$ cat src/rtl/pot_paddle_emulator.sv
// Paddle/pot responder for POKEY: turns the dump line into timed threshold crossings per pot.
// Latency: a pot line rises one clk after the scan count reaches its latched value; dump is sampled one clk late.
// No backpressure: the block free-runs against dump. Optional jitter dither is enabled by POT_JITTER_EN.
module pot_paddle_emulator #(
  parameter int NUM_POTS  = 2,
  parameter int TICK_DIV  = 114,
  parameter int MAX_COUNT = 228
) (
  input  logic                  clk,
  input  logic                  rst,
  input  logic                  dump,
  input  logic                  fast_scan,
  input  logic [8*NUM_POTS-1:0] pot_value,
  output logic [NUM_POTS-1:0]   pot_line,
  output logic                  busy,
  output logic                  done
);

  localparam int CW = $clog2(MAX_COUNT + 1);
  localparam int PW = (TICK_DIV > 1) ? $clog2(TICK_DIV) : 1;

  localparam logic [1:0] ST_DUMP   = 2'd0;
  localparam logic [1:0] ST_CHARGE = 2'd1;
  localparam logic [1:0] ST_DONE   = 2'd2;

  localparam logic [CW-1:0] CNT_MAX  = CW'(MAX_COUNT);
  localparam logic [PW-1:0] PRE_LAST = PW'(TICK_DIV - 1);

  logic                dump_q;
  logic [1:0]          state_q, state_d;
  logic [CW-1:0]       count_q, count_d;
  logic [PW-1:0]       presc_q, presc_d;
  logic [NUM_POTS-1:0] pot_line_q, pot_line_d;
  logic [CW-1:0]       shadow_q [NUM_POTS];
  logic [CW-1:0]       shadow_d [NUM_POTS];
  logic                busy_q, busy_d;
  logic                done_q, done_d;
  logic                tick;
`ifdef POT_JITTER_EN
  logic [7:0]          lfsr_q, lfsr_d;
`endif

  // Saturate a (possibly dithered) 9-bit position to the top of the scan range.
  function automatic logic [CW-1:0] clamp_pos(input logic [8:0] v);
    if (v > 9'(MAX_COUNT)) return CNT_MAX;
    return CW'(v);
  endfunction

  // Next-state logic for the dump/charge/done scan sequence.
  always_comb begin
    state_d    = state_q;
    count_d    = count_q;
    presc_d    = presc_q;
    pot_line_d = pot_line_q;
    shadow_d   = shadow_q;
    tick       = 1'b0;
`ifdef POT_JITTER_EN
    lfsr_d     = lfsr_q;
`endif
    case (state_q)
      ST_DUMP: begin
        count_d    = '0;
        presc_d    = '0;
        pot_line_d = '0;
        if (!dump_q) begin
          state_d = ST_CHARGE;
          for (int i = 0; i < NUM_POTS; i++) begin
`ifdef POT_JITTER_EN
            // Current LFSR bit adds +0/+1 before the clamp; LFSR advances once per release.
            shadow_d[i] = clamp_pos({1'b0, pot_value[8*i +: 8]} + 9'(lfsr_q[i % 8]));
`else
            shadow_d[i] = clamp_pos({1'b0, pot_value[8*i +: 8]});
`endif
          end
`ifdef POT_JITTER_EN
          lfsr_d = {lfsr_q[6:0], lfsr_q[7] ^ lfsr_q[5] ^ lfsr_q[4] ^ lfsr_q[3]};
`endif
        end
      end
      ST_CHARGE: begin
        if (dump_q) begin
          state_d    = ST_DUMP;
          pot_line_d = '0;
          count_d    = '0;
          presc_d    = '0;
        end else begin
          // Prescaler only runs in slow mode and keeps its phase across fast_scan changes.
          if (fast_scan) begin
            tick = 1'b1;
          end else if (presc_q == PRE_LAST) begin
            tick    = 1'b1;
            presc_d = '0;
          end else begin
            presc_d = presc_q + 1'b1;
          end
          if (tick && (count_q != CNT_MAX)) count_d = count_q + 1'b1;
          // Lines are sticky until the next dump.
          for (int i = 0; i < NUM_POTS; i++) begin
            if (count_q >= shadow_q[i]) pot_line_d[i] = 1'b1;
          end
          if ((count_q == CNT_MAX) || (&pot_line_q)) state_d = ST_DONE;
        end
      end
      ST_DONE: begin
        if (dump_q) begin
          state_d    = ST_DUMP;
          pot_line_d = '0;
        end
      end
      default: begin
        state_d    = ST_DUMP;
        pot_line_d = '0;
      end
    endcase
    busy_d = (state_d == ST_CHARGE);
    done_d = (state_d == ST_DONE);
  end

  // State and datapath registers; reset returns everything to the discharged state.
  always_ff @(posedge clk or posedge rst) begin
    if (rst) begin
      dump_q     <= 1'b1;
      state_q    <= ST_DUMP;
      count_q    <= '0;
      presc_q    <= '0;
      pot_line_q <= '0;
      busy_q     <= 1'b0;
      done_q     <= 1'b0;
      for (int i = 0; i < NUM_POTS; i++) shadow_q[i] <= '0;
`ifdef POT_JITTER_EN
      lfsr_q     <= 8'h01;
`endif
    end else begin
      dump_q     <= dump;
      state_q    <= state_d;
      count_q    <= count_d;
      presc_q    <= presc_d;
      pot_line_q <= pot_line_d;
      busy_q     <= busy_d;
      done_q     <= done_d;
      shadow_q   <= shadow_d;
`ifdef POT_JITTER_EN
      lfsr_q     <= lfsr_d;
`endif
    end
  end

  assign pot_line = pot_line_q;
  assign busy     = busy_q;
  assign done     = done_q;

endmodule

$ cat config.mk
export PLATFORM = sky130hd
export DESIGN_NAME = pot_paddle_emulator
export DESIGN_NICKNAME = d
export VERILOG_FILES = /design/src/rtl/pot_paddle_emulator.sv
export SDC_FILE = /design/constraint.sdc
export NUM_CORES = 1
export LEC_CHECK = 0
export ABC_AREA = 1
export BUFFER_PORTS_ARGS = -buffer_cell sky130_fd_sc_hd__buf_2
export CORE_UTILIZATION = 35
export CTS_BUF_LIST = sky130_fd_sc_hd__clkbuf_2 sky130_fd_sc_hd__clkbuf_4 sky130_fd_sc_hd__clkbuf_8
export CTS_CLUSTER_SIZE = 25
export DETAILED_ROUTE_END_ITERATION = 8
export PLACE_DENSITY_LB_ADDON = 0.2
export SLEW_MARGIN = 0
export SYNTH_ARGS = -nofsm -noshare
export SYNTH_HDL_FRONTEND = slang
export SYNTH_SLANG_ARGS = --single-unit
$ cat constraint.sdc
create_clock -name clk -period 4.1 [get_ports clk]
set_input_delay 0.205 -clock clk [delete_from_list [all_inputs] [get_ports clk]]
set_output_delay 0.205 -clock clk [all_outputs]
set_load 0.01 [all_outputs]
==> flow_summary.json, run 1 <==
{
  "syn_inst": 291,
  "drcViolationCount": 0,
  "post_drt_wl_per_cell_um": 11.9,
  "clockBufferDepth": 2,
  "start_util_pct": 36.1,
  "hpwl_mm": 3.59,
  "end_kind": "register",
  "outcome": "completed",
  "grt_use_met2_pct": 25.0,
  "grt_pass1_wl_mm": 8.57,
  "drt-pass1-iter-count": 4,
  "synth_seq_cells": 38,
  "ys_seq_area_share_pct": 41.6,
  "final_nets": 359,
  "num_vias": 1903,
  "path_common_cell": "nand2_1",
  "worst-path-max-fanout": 9,
  "synth_cell_types": 28,
  "row_count": 29,
  "grt_start_max_net_pins": 39,
  "gr-total-overflow": 0,
  "cap_violations": 0,
  "fin_crit_ns": 1.60,
  "syn_area_um2": 2290,
  "viasPerCell": 4.79,
  "final.setup.worst_slack_ns": 2.50,
  "use_met3_pct": 2.68,
  "ys_warn_count": 0,
  "worst-setup-path-type": "register to register",
  "setup-violations-final": 0,
  "grt_usage_pct": 15.4,
  "fillers": 639,
  "fin_skew_ns": 0.00350,
  "ir_drop_mv": 0.137,
  "path_cells": "inv_1 -> ha_1 -> nand2_2 -> nor2_2 -> nand3b_2 -> nand3_4 -> nand2_4 -> nand2_1 -> nand2_1",
  "wirelength_mm": 4.72,
  "drt_iter0_drc": 114,
  "port_buffers": 23,
  "die_y_um": 82.9,
  "p_leak_nw": 1.33,
  "clockRootBuffer": "clkbuf_8",
  "syn_nets": 331,
  "critPathSlowestCell": "dfrtp_1",
  "antenna_cells": 0,
  "rsz0062_at_grt": "no",
  "fmax_mhz": 625,
  "grt-busiest-layer": "met2",
  "drv_slew": 0,
  "cellPowerDensity_nw_per_um2": 318,
  "cp.required_ns": 4.28,
  "slew-limit-headroom_pct": 63.0,
  "drive_gt1_share_pct": 14.7,
  "ios": 24,
  "setup_tns_ns": 0,
  "dp.cells": 388,
  "critical-path-top-delay-family": "simple AND/OR/NAND/NOR gates",
  "die-area_um2": 6870,
  "postRouteAntennaNets": 0,
  "path_buf_inv": 1,
  "cpPeakStageDelay_ns": 0.44,
  "fin_crit_sh_pct": 39.0,
  "cp.arrival_ns": 1.78,
  "cts_tree": "yes",
  "total_power_uw": 823,
  "cts_buffers": 5,
  "final_cells": 397,
  "clock_latency_ns": 0.28,
  "hold_class": "primary input to asynchronous set/reset pin",
  "cts.clk_slew.worst_paths_ns": 0.07,
  "grt_pass1_vias": 1860,
  "grt_antenna_before_repair": 0,
  "final-hold-violation-count": 0,
  "avgSynthCellArea_um2": 7.87,
  "fp.coreArea_um2": 6350,
  "die_w_um": 82.9,
  "start_kind": "register",
  "finish.utilization_pct": 40.8,
  "worst_pin_slew_ns": 0.554,
  "globalRouteMet1Util_pct": 20.9,
  "htreeDepth": 2,
  "cts.sinks": 38,
  "gp_congestion": 0.766,
  "pre_cts_slack_ns": 2.51,
  "area_growth_pct": 13.0
}
[area by class of cell]
class / instances / area (µm²) / share of cell area (%)
multi-input combinational: 210 / 1160 / 44.9
sequential: 38 / 952 / 36.8
inverter: 39 / 146 / 5.65
timing repair buffer: 25 / 133 / 5.12
clock buffer: 8 / 97.6 / 3.77
tap: 77 / 96.3 / 3.72
[worst paths after layout]
check,slack [ns],end,depth (start not counted),from
worst max-delay path,2.50,count_q[6],9,count_q[0]
worst min-delay path,0.03,shadow_q[7],3,rst
worst max register to register,2.50,count_q[6],9,count_q[0]
worst min register to register,0.51,pot_line[1],2,pot_line[1]
max in group asynchronous,3.71,dump_q,3,rst
min in group clk,0.14,shadow_q[13],3,pot_value[5]
[registers in the layout, summed over array words and instances, names as in the netlist]
signal    count
busy          1
dump_q        1
count_q       8
done          1
state_q       2
shadow_q     16
pot_line      2
presc_q       7
[per-layer routing]
layer  wire length [µm]  up-vias
met2               2200       13
met1               2380      888
met4                 57        0
li1                   -      996
met5                  0        -
met3                 82        6
[cell families (layout without fill, tap and decap cells)]
| family | Yosys count | count (layout) | share of synthesized area [%] |
|---|---|---|---|
| adders and majority gates | 20 | 20 | 10.9 |
| buffers and inverters | 43 | 72 | 7.65 |
| AOI/OAI and AO/OA | 44 | 44 | 11.0 |
| and+or+nand+nor | 142 | 142 | 27.4 |
| DFF | 38 | 38 | 41.6 |
| xor gates and xnor gates | 4 | 4 | 1.53 |
[repair_timing]
action                                 CTS  global route
setup endpoints to repair                0             0
endpoints found under the hold margin    0             1
setup buffers                            0             0
hold buffers                             0             1
resized for setup                        0             0
[synthesized netlist by cell type (all sizes together)]
library cell	count	area share, %
buf	4	1.3
nand3b	1	0.49
nor2	28	5.1
a21oi	12	2.6
nor4	1	0.27
xnor2	4	1.5
a31o	1	0.38
dfrtp	37	40
o21bai	2	0.66
o21ai	23	5.5
dfstp	1	1.1
o22ai	3	0.82
nand3	31	7.3
o21a	3	0.98
nand4	1	0.27
ha	20	11
inv	39	6.4
nand2	80	14
[cell usage in the layout, fill, tap and decap left out, types with 3 or more instances in the layout]
master,count
ha_1,20
nand2_2,4
a21oi_1,12
o22ai_1,3
xnor2_1,4
o21ai_0,21
nand2_1,75
inv_1,37
nor2_1,25
o21a_1,3
buf_2,23
nand3_1,30
dfrtp_1,37
clkbuf_8,6
[worst min-delay path: stages]
cell and delay [ns]:
buf_2 0.09, inv_1 0.04, buf_4 0.41
[metrics by stage]
stage	instance area (µm²)	hold WS, ns
floorplan	2290	0.209
global placement	2480	0.312
detailed placement	2480	0.311
CTS	2580	0.00182
global route	2590	0.0928
finish	2590	0.0267
[report_power, final]
part / switching (mW) / internal, mW
combinational: 0.0760 / 0.0482
clock: 0.127 / 0.150
sequential: 0.0175 / 0.403
total: 0.221 / 0.602
(Power assumes the default switching activity.)
==> run 2: changes to the inputs <==
==> constraint.sdc (replaced) <==
create_clock -name clk -period 1.6 [get_ports clk]
set_input_delay 0.08 -clock clk [delete_from_list [all_inputs] [get_ports clk]]
set_output_delay 0.08 -clock clk [all_outputs]
set_load 0.01 [all_outputs]
==> run 2 against run 1 <==
Against the previous run: critical path depth did not move; register-to-register slack got worse by 2.4 ns; utilization rose by 0.89 points; hold slack got worse by 0.017 ns; wire length fell by 0.17%; final cell count rose by 1.0%; highest routed layer unchanged.
==> flow_summary.json, run 2 (synthesis gave the netlist of run 1 again) <==
{
  "rsz0062_at_grt": "no",
  "outcome": "completed",
  "critical-path-top-delay-family": "simple AND/OR/NAND/NOR gates",
  "row_count": 29,
  "layout.cells.most_common": "nand2_1",
  "p_leak_nw": 1.36,
  "setup_tns_ns": 0,
  "cp.required_ns": 1.79,
  "final_nets": 363,
  "start_kind": "register",
  "die_w_um": 82.9,
  "grt_start_max_net_pins": 39,
  "cts.clk_slew.worst_paths_ns": 0.08,
  "postRouteAntennaNets": 0,
  "num_vias": 1896,
  "die-area_um2": 6870,
  "reg_top3": "shadow_q: 16 flops, count_q: 8 flops, presc_q: 7 flops",
  "cellPowerDensity_nw_per_um2": 839,
  "critPathSlowestCell": "dfrtp_1",
  "fin_crit_ns": 1.46,
  "regMostFlops": "shadow_q",
  "final_cells": 401,
  "htreeDepth": 2,
  "end_kind": "register",
  "drt-pass1-iter-count": 4,
  "ir_drop_mv": 0.355,
  "antenna_cells": 0,
  "slew-limit-headroom_pct": 67.2,
  "start_util_pct": 36.1,
  "cpPeakStageDelay_ns": 0.46,
  "hpwl_mm": 3.57,
  "grt_pass1_vias": 1786,
  "largest_register_ffs": 16,
  "post_drt_wl_per_cell_um": 11.8,
  "worst-path-max-fanout": 9,
  "gr-total-overflow": 0,
  "dp.cells": 391,
  "clockBufferDepth": 2,
  "drt_iter0_drc": 101,
  "grt_antenna_before_repair": 0,
  "die_y_um": 82.9,
  "wirelength_mm": 4.72,
  "gp_congestion": 0.777,
  "post-route-cell-area_um2": 2650,
  "ios": 24,
  "hold_class": "primary input to register",
  "drv_slew": 0,
  "path_common_cell": "nand2_1",
  "final-hold-violation-count": 0,
  "area_growth_pct": 15.5,
  "viasPerCell": 4.73,
  "cts.sinks": 38,
  "fin_skew_ns": 0.00987,
  "final_cell_mix": "nand2_1, dfrtp_1, inv_1",
  "worst-setup-path-type": "register to register",
  "fp.coreArea_um2": 6350,
  "cp.arrival_ns": 1.65,
  "fmax_mhz": 683,
  "cts_tree": "yes",
  "clockRootBuffer": "clkbuf_8",
  "post_dp_cell_area_um2": 2520,
  "cts_buffers": 5,
  "fin_crit_sh_pct": 91.5,
  "grt_pass1_wl_mm": 8.31,
  "cap_violations": 0,
  "worst_pin_slew_ns": 0.492,
  "drive_gt1_share_pct": 15.7,
  "grt_usage_pct": 15.1,
  "clock_latency_ns": 0.29,
  "post-cts-setup-buffers": 0,
  "drcViolationCount": 0,
  "port_buffers": 23,
  "setup-violations-final": 0,
  "path_buf_inv": 1,
  "path_cells": "inv_1 -> ha_1 -> nand2_2 -> nor2_2 -> nand3b_2 -> nand3_4 -> nand2_4 -> nand2_1 -> nand2_1"
}
[run 2: path summary, 6_finish.rpt]
check,start,to,slack [ns],cells past startpoint
min in group asynchronous,rst,shadow_q[7],0.44,4
hold / removal,pot_value[5],shadow_q[13],0.01,3
hold reg to reg,pot_line[1],pot_line[1],0.51,2
setup / recovery,count_q[1],count_q[4],0.14,9
setup reg to reg,count_q[1],count_q[4],0.14,9
max in group asynchronous,rst,dump_q,0.80,4
[run 2: area by class of cell]
type / instances / area [µm²]
clock buffers: 5 / 68.8
clock inverters: 3 / 40.0
well taps: 77 / 96.3
repair buffers: 29 / 178
fillers: 658 / 3700
inverters: 39 / 146
multi-input cells: 210 / 1160
flip-flops and latches: 38 / 952
[run 2: where the power goes]
group | total [mW] | leakage (nW) | switching (mW) | internal, mW
clock network | 0.818 | 0.0579 | 0.358 | 0.459
logic | 0.326 | 0.803 | 0.195 | 0.131
registers | 1.08 | 0.495 | 0.0422 | 1.03
total | 2.22 | 1.36 | 0.596 | 1.62
[run 2: repair_timing]
| item | CTS | global route |
|---|---|---|
| gates resized for setup | 0 | 1 |
| endpoints found under the hold margin | 38 | 0 |
| endpoints found under the setup margin | 0 | 6 |
| hold buffers | 2 | 0 |
[run 2: layer usage]
metal | up-vias | share of wire (%) | track usage [%]
met4 | 0 | 1.5 | 6.11
met2 | 9 | 47 | 23.4
met3 | 6 | 1.6 | 2.98
met1 | 883 | 50 | 20.8
met5 | - | 0 | 0
li1 | 998 | - | -
[run 2: per-stage QoR]
step	worst slack, ns	total power [mW]	util (%)	hold slack (ns)
floorplan	0.195	1.32	-	0.0845
detailed placement	0.0977	1.42	39.6	0.188
finish	0.136	2.22	41.7	0.00957
global route	0.0272	2.37	41.7	0.0131
CTS	0.0762	2.25	41.7	0.00181
global placement	0.147	1.42	39.6	0.186
[run 2: worst reg2reg max path: cells and delay by family, from the launching register on]
family,cells,cell delay (ns)
buffers and inverters,1,0.08
flip-flops,1,0.46
adder cells (fa/ha/maj),1,0.16
AND/OR/NAND/NOR,7,0.66
==> run 3: changes to the inputs <==
--- a/config.mk
+++ b/config.mk
@@ -11,6 +11,7 @@
 export CTS_BUF_LIST = sky130_fd_sc_hd__clkbuf_2 sky130_fd_sc_hd__clkbuf_4 sky130_fd_sc_hd__clkbuf_8
 export CTS_CLUSTER_SIZE = 25
 export DETAILED_ROUTE_END_ITERATION = 8
+export HOLD_SLACK_MARGIN = 0.08
 export PLACE_DENSITY_LB_ADDON = 0.2
 export SLEW_MARGIN = 0
 export SYNTH_ARGS = -nofsm -noshare
==> run 3 against run 2 <==
Against the previous run: die area unchanged; sequential cell count stayed put; hold slack better by 0.16 ns; sequential power is essentially flat; design area up 6.1%; setup slack better by 0.0024 ns; power up 1.5%; clock power hardly changed; via count increased by 3.1%; utilization rose by 2.5 points; combinational power up 9.8%; final cell count rose by 4.0%; critical path type unchanged.
==> flow_summary.json, run 3 (synthesis gave the netlist of run 1 again) <==
{
  "cts.clk_slew.worst_paths_ns": 0.08,
  "pwr-share-clk_pct": 36.3,
  "min_from": "fast_scan",
  "layout.cells.most_common": "nand2_1",
  "fin_skew_ns": 0.00999,
  "rr_worst_depth": 9,
  "finish.utilization_pct": 44.2,
  "slew-limit-headroom_pct": 67.2,
  "outcome": "completed",
  "row_count": 29,
  "pwr-share-comb_pct": 15.9,
  "drt_iter0_drc": 103,
  "drt-pass1-iter-count": 4,
  "die-area_um2": 6870,
  "pre_cts_slack_ns": 0.0977,
  "rsz0062_at_grt": "no",
  "final_nets": 379,
  "num_vias": 1954,
  "hpwl_mm": 3.57,
  "htreeDepth": 2,
  "worst-setup-path-type": "register to register",
  "grt_pass1_wl_mm": 8.69,
  "die_w_um": 82.9,
  "largest_register_ffs": 16,
  "gr-total-overflow": 0,
  "drive_gt1_share_pct": 15.0,
  "reg_top3": "shadow_q: 16 flops, count_q: 8 flops, presc_q: 7 flops",
  "worst-path-max-fanout": 9,
  "hold_depth": 4,
  "wirelength_mm": 4.97,
  "clock_latency_ns": 0.29,
  "cp.required_ns": 1.79,
  "regMostFlops": "shadow_q",
  "viasPerCell": 4.69,
  "worst_pin_slew_ns": 0.493,
  "grt_start_max_net_pins": 39,
  "swShare_pct": 26.8,
  "drcViolationCount": 0,
  "post_drt_wl_per_cell_um": 11.9,
  "min_to": "presc_q[1]",
  "total_power_mw": 2.25,
  "cap_violations": 0,
  "setup-violations-final": 0,
  "antenna_cells": 0,
  "ir_drop_mv": 0.356,
  "cellPowerDensity_nw_per_um2": 803,
  "postRouteAntennaNets": 0,
  "fp.coreArea_um2": 6350,
  "final-hold-violation-count": 0,
  "fmax_mhz": 684,
  "cts.sinks": 38,
  "hold_class": "primary input to register",
  "seq_power_share_pct": 47.8,
  "drv_slew": 0,
  "grt_antenna_before_repair": 0,
  "ios": 24,
  "fin_hold_ws_ns": 0.174,
  "final.setup.worst_slack_ns": 0.138,
  "cts_tree": "yes",
  "cp.arrival_ns": 1.65,
  "fin_crit_sh_pct": 91.3,
  "p_sw_uw": 603,
  "r2r_end": "count_q[4]",
  "clockRootBuffer": "clkbuf_8",
  "grt_pass1_vias": 1838,
  "gp_congestion": 0.777,
  "cts_buffers": 5,
  "reg2reg_from": "count_q[1]",
  "area_growth_pct": 22.4,
  "port_buffers": 23,
  "end_kind": "register",
  "clockBufferDepth": 2,
  "start_util_pct": 36.1,
  "grt_usage_pct": 15.9,
  "final_cell_mix": "nand2_1, dfrtp_1, inv_1",
  "p_leak_nw": 1.42,
  "die_y_um": 82.9,
  "fin_crit_ns": 1.46,
  "setup_tns_ns": 0,
  "internal_power_mw": 1.65,
  "fillers": 642,
  "r2r_slack_ns": 0.14,
  "start_kind": "register"
}
## run 3: cell count changes in the layout (fill, tap and decap cells not counted), sizes merged
| cell | delta |
|---|---|
| dlygate4sd3 | +16 |
## run 3: worst max-delay path by stage
stage	start	to	slack (ns)	cells after the start
after global placement	count_q[0]	count_q[7]	0.15	9
after CTS	count_q[0]	count_q[6]	0.08	9
after floorplan	count_q[0]	count_q[5]	0.19	9
final	count_q[1]	count_q[4]	0.14	9
after global routing	presc_q[1]	count_q[4]	0.03	10
after detailed placement	count_q[0]	count_q[7]	0.1	9
## run 3: power by group through the flow
stage / logic [mW] / registers [mW] / clock network [mW]
floorplan: 0.236 / 1.08 / 0
global placement: 0.326 / 1.09 / 0
detailed placement: 0.331 / 1.09 / 0
CTS: 0.366 / 1.08 / 0.842
global route: 0.424 / 1.09 / 0.897
finish: 0.358 / 1.08 / 0.818
## run 3: metal layers
layer / global-route usage (%) / up-vias / wire (µm)
met5: 0 / - / 0
met4: 6.58 / 0 / 89
met3: 2.98 / 8 / 79
met2: 25.0 / 13 / 2320
met1: 21.5 / 902 / 2480
li1: - / 1031 / -
## run 3: repair_timing
action | in CTS | in global routing
setup endpoints to repair | 0 | 6
buffers inserted | 0 | 0
resized for setup | 0 | 1
hold buffers | 18 | 0
hold endpoints to repair | 54 | 0
## run 3: worst max-delay path, cell delays in order, from the launching register on
cell	delay, ns
dfrtp_1	0.46
inv_1	0.08
ha_1	0.16
nand2_2	0.06
nor2_2	0.10
nand3b_2	0.12
nand3_4	0.16
nand2_4	0.08
nand2_1	0.08
nand2_1	0.05
## run 3: through the flow
step | instances | area, µm²
after floorplan | 291 | 2290
after global placement | 391 | 2520
after detailed placement | 391 | 2520
after CTS | 417 | 2810
after global routing | 417 | 2810
final | 417 | 2810
## run 3: cell type report
type                       instances  area [µm²]  share of cell area (%)
clock inverter                     3        40.0                    1.43
tap                               77        96.3                    3.43
timing repair buffer              45         338                    12.0
multi-input combinational        210        1160                    41.5
sequential                        38         952                    33.9
inverter                          39         146                    5.22
clock buffer                       5        68.8                    2.45
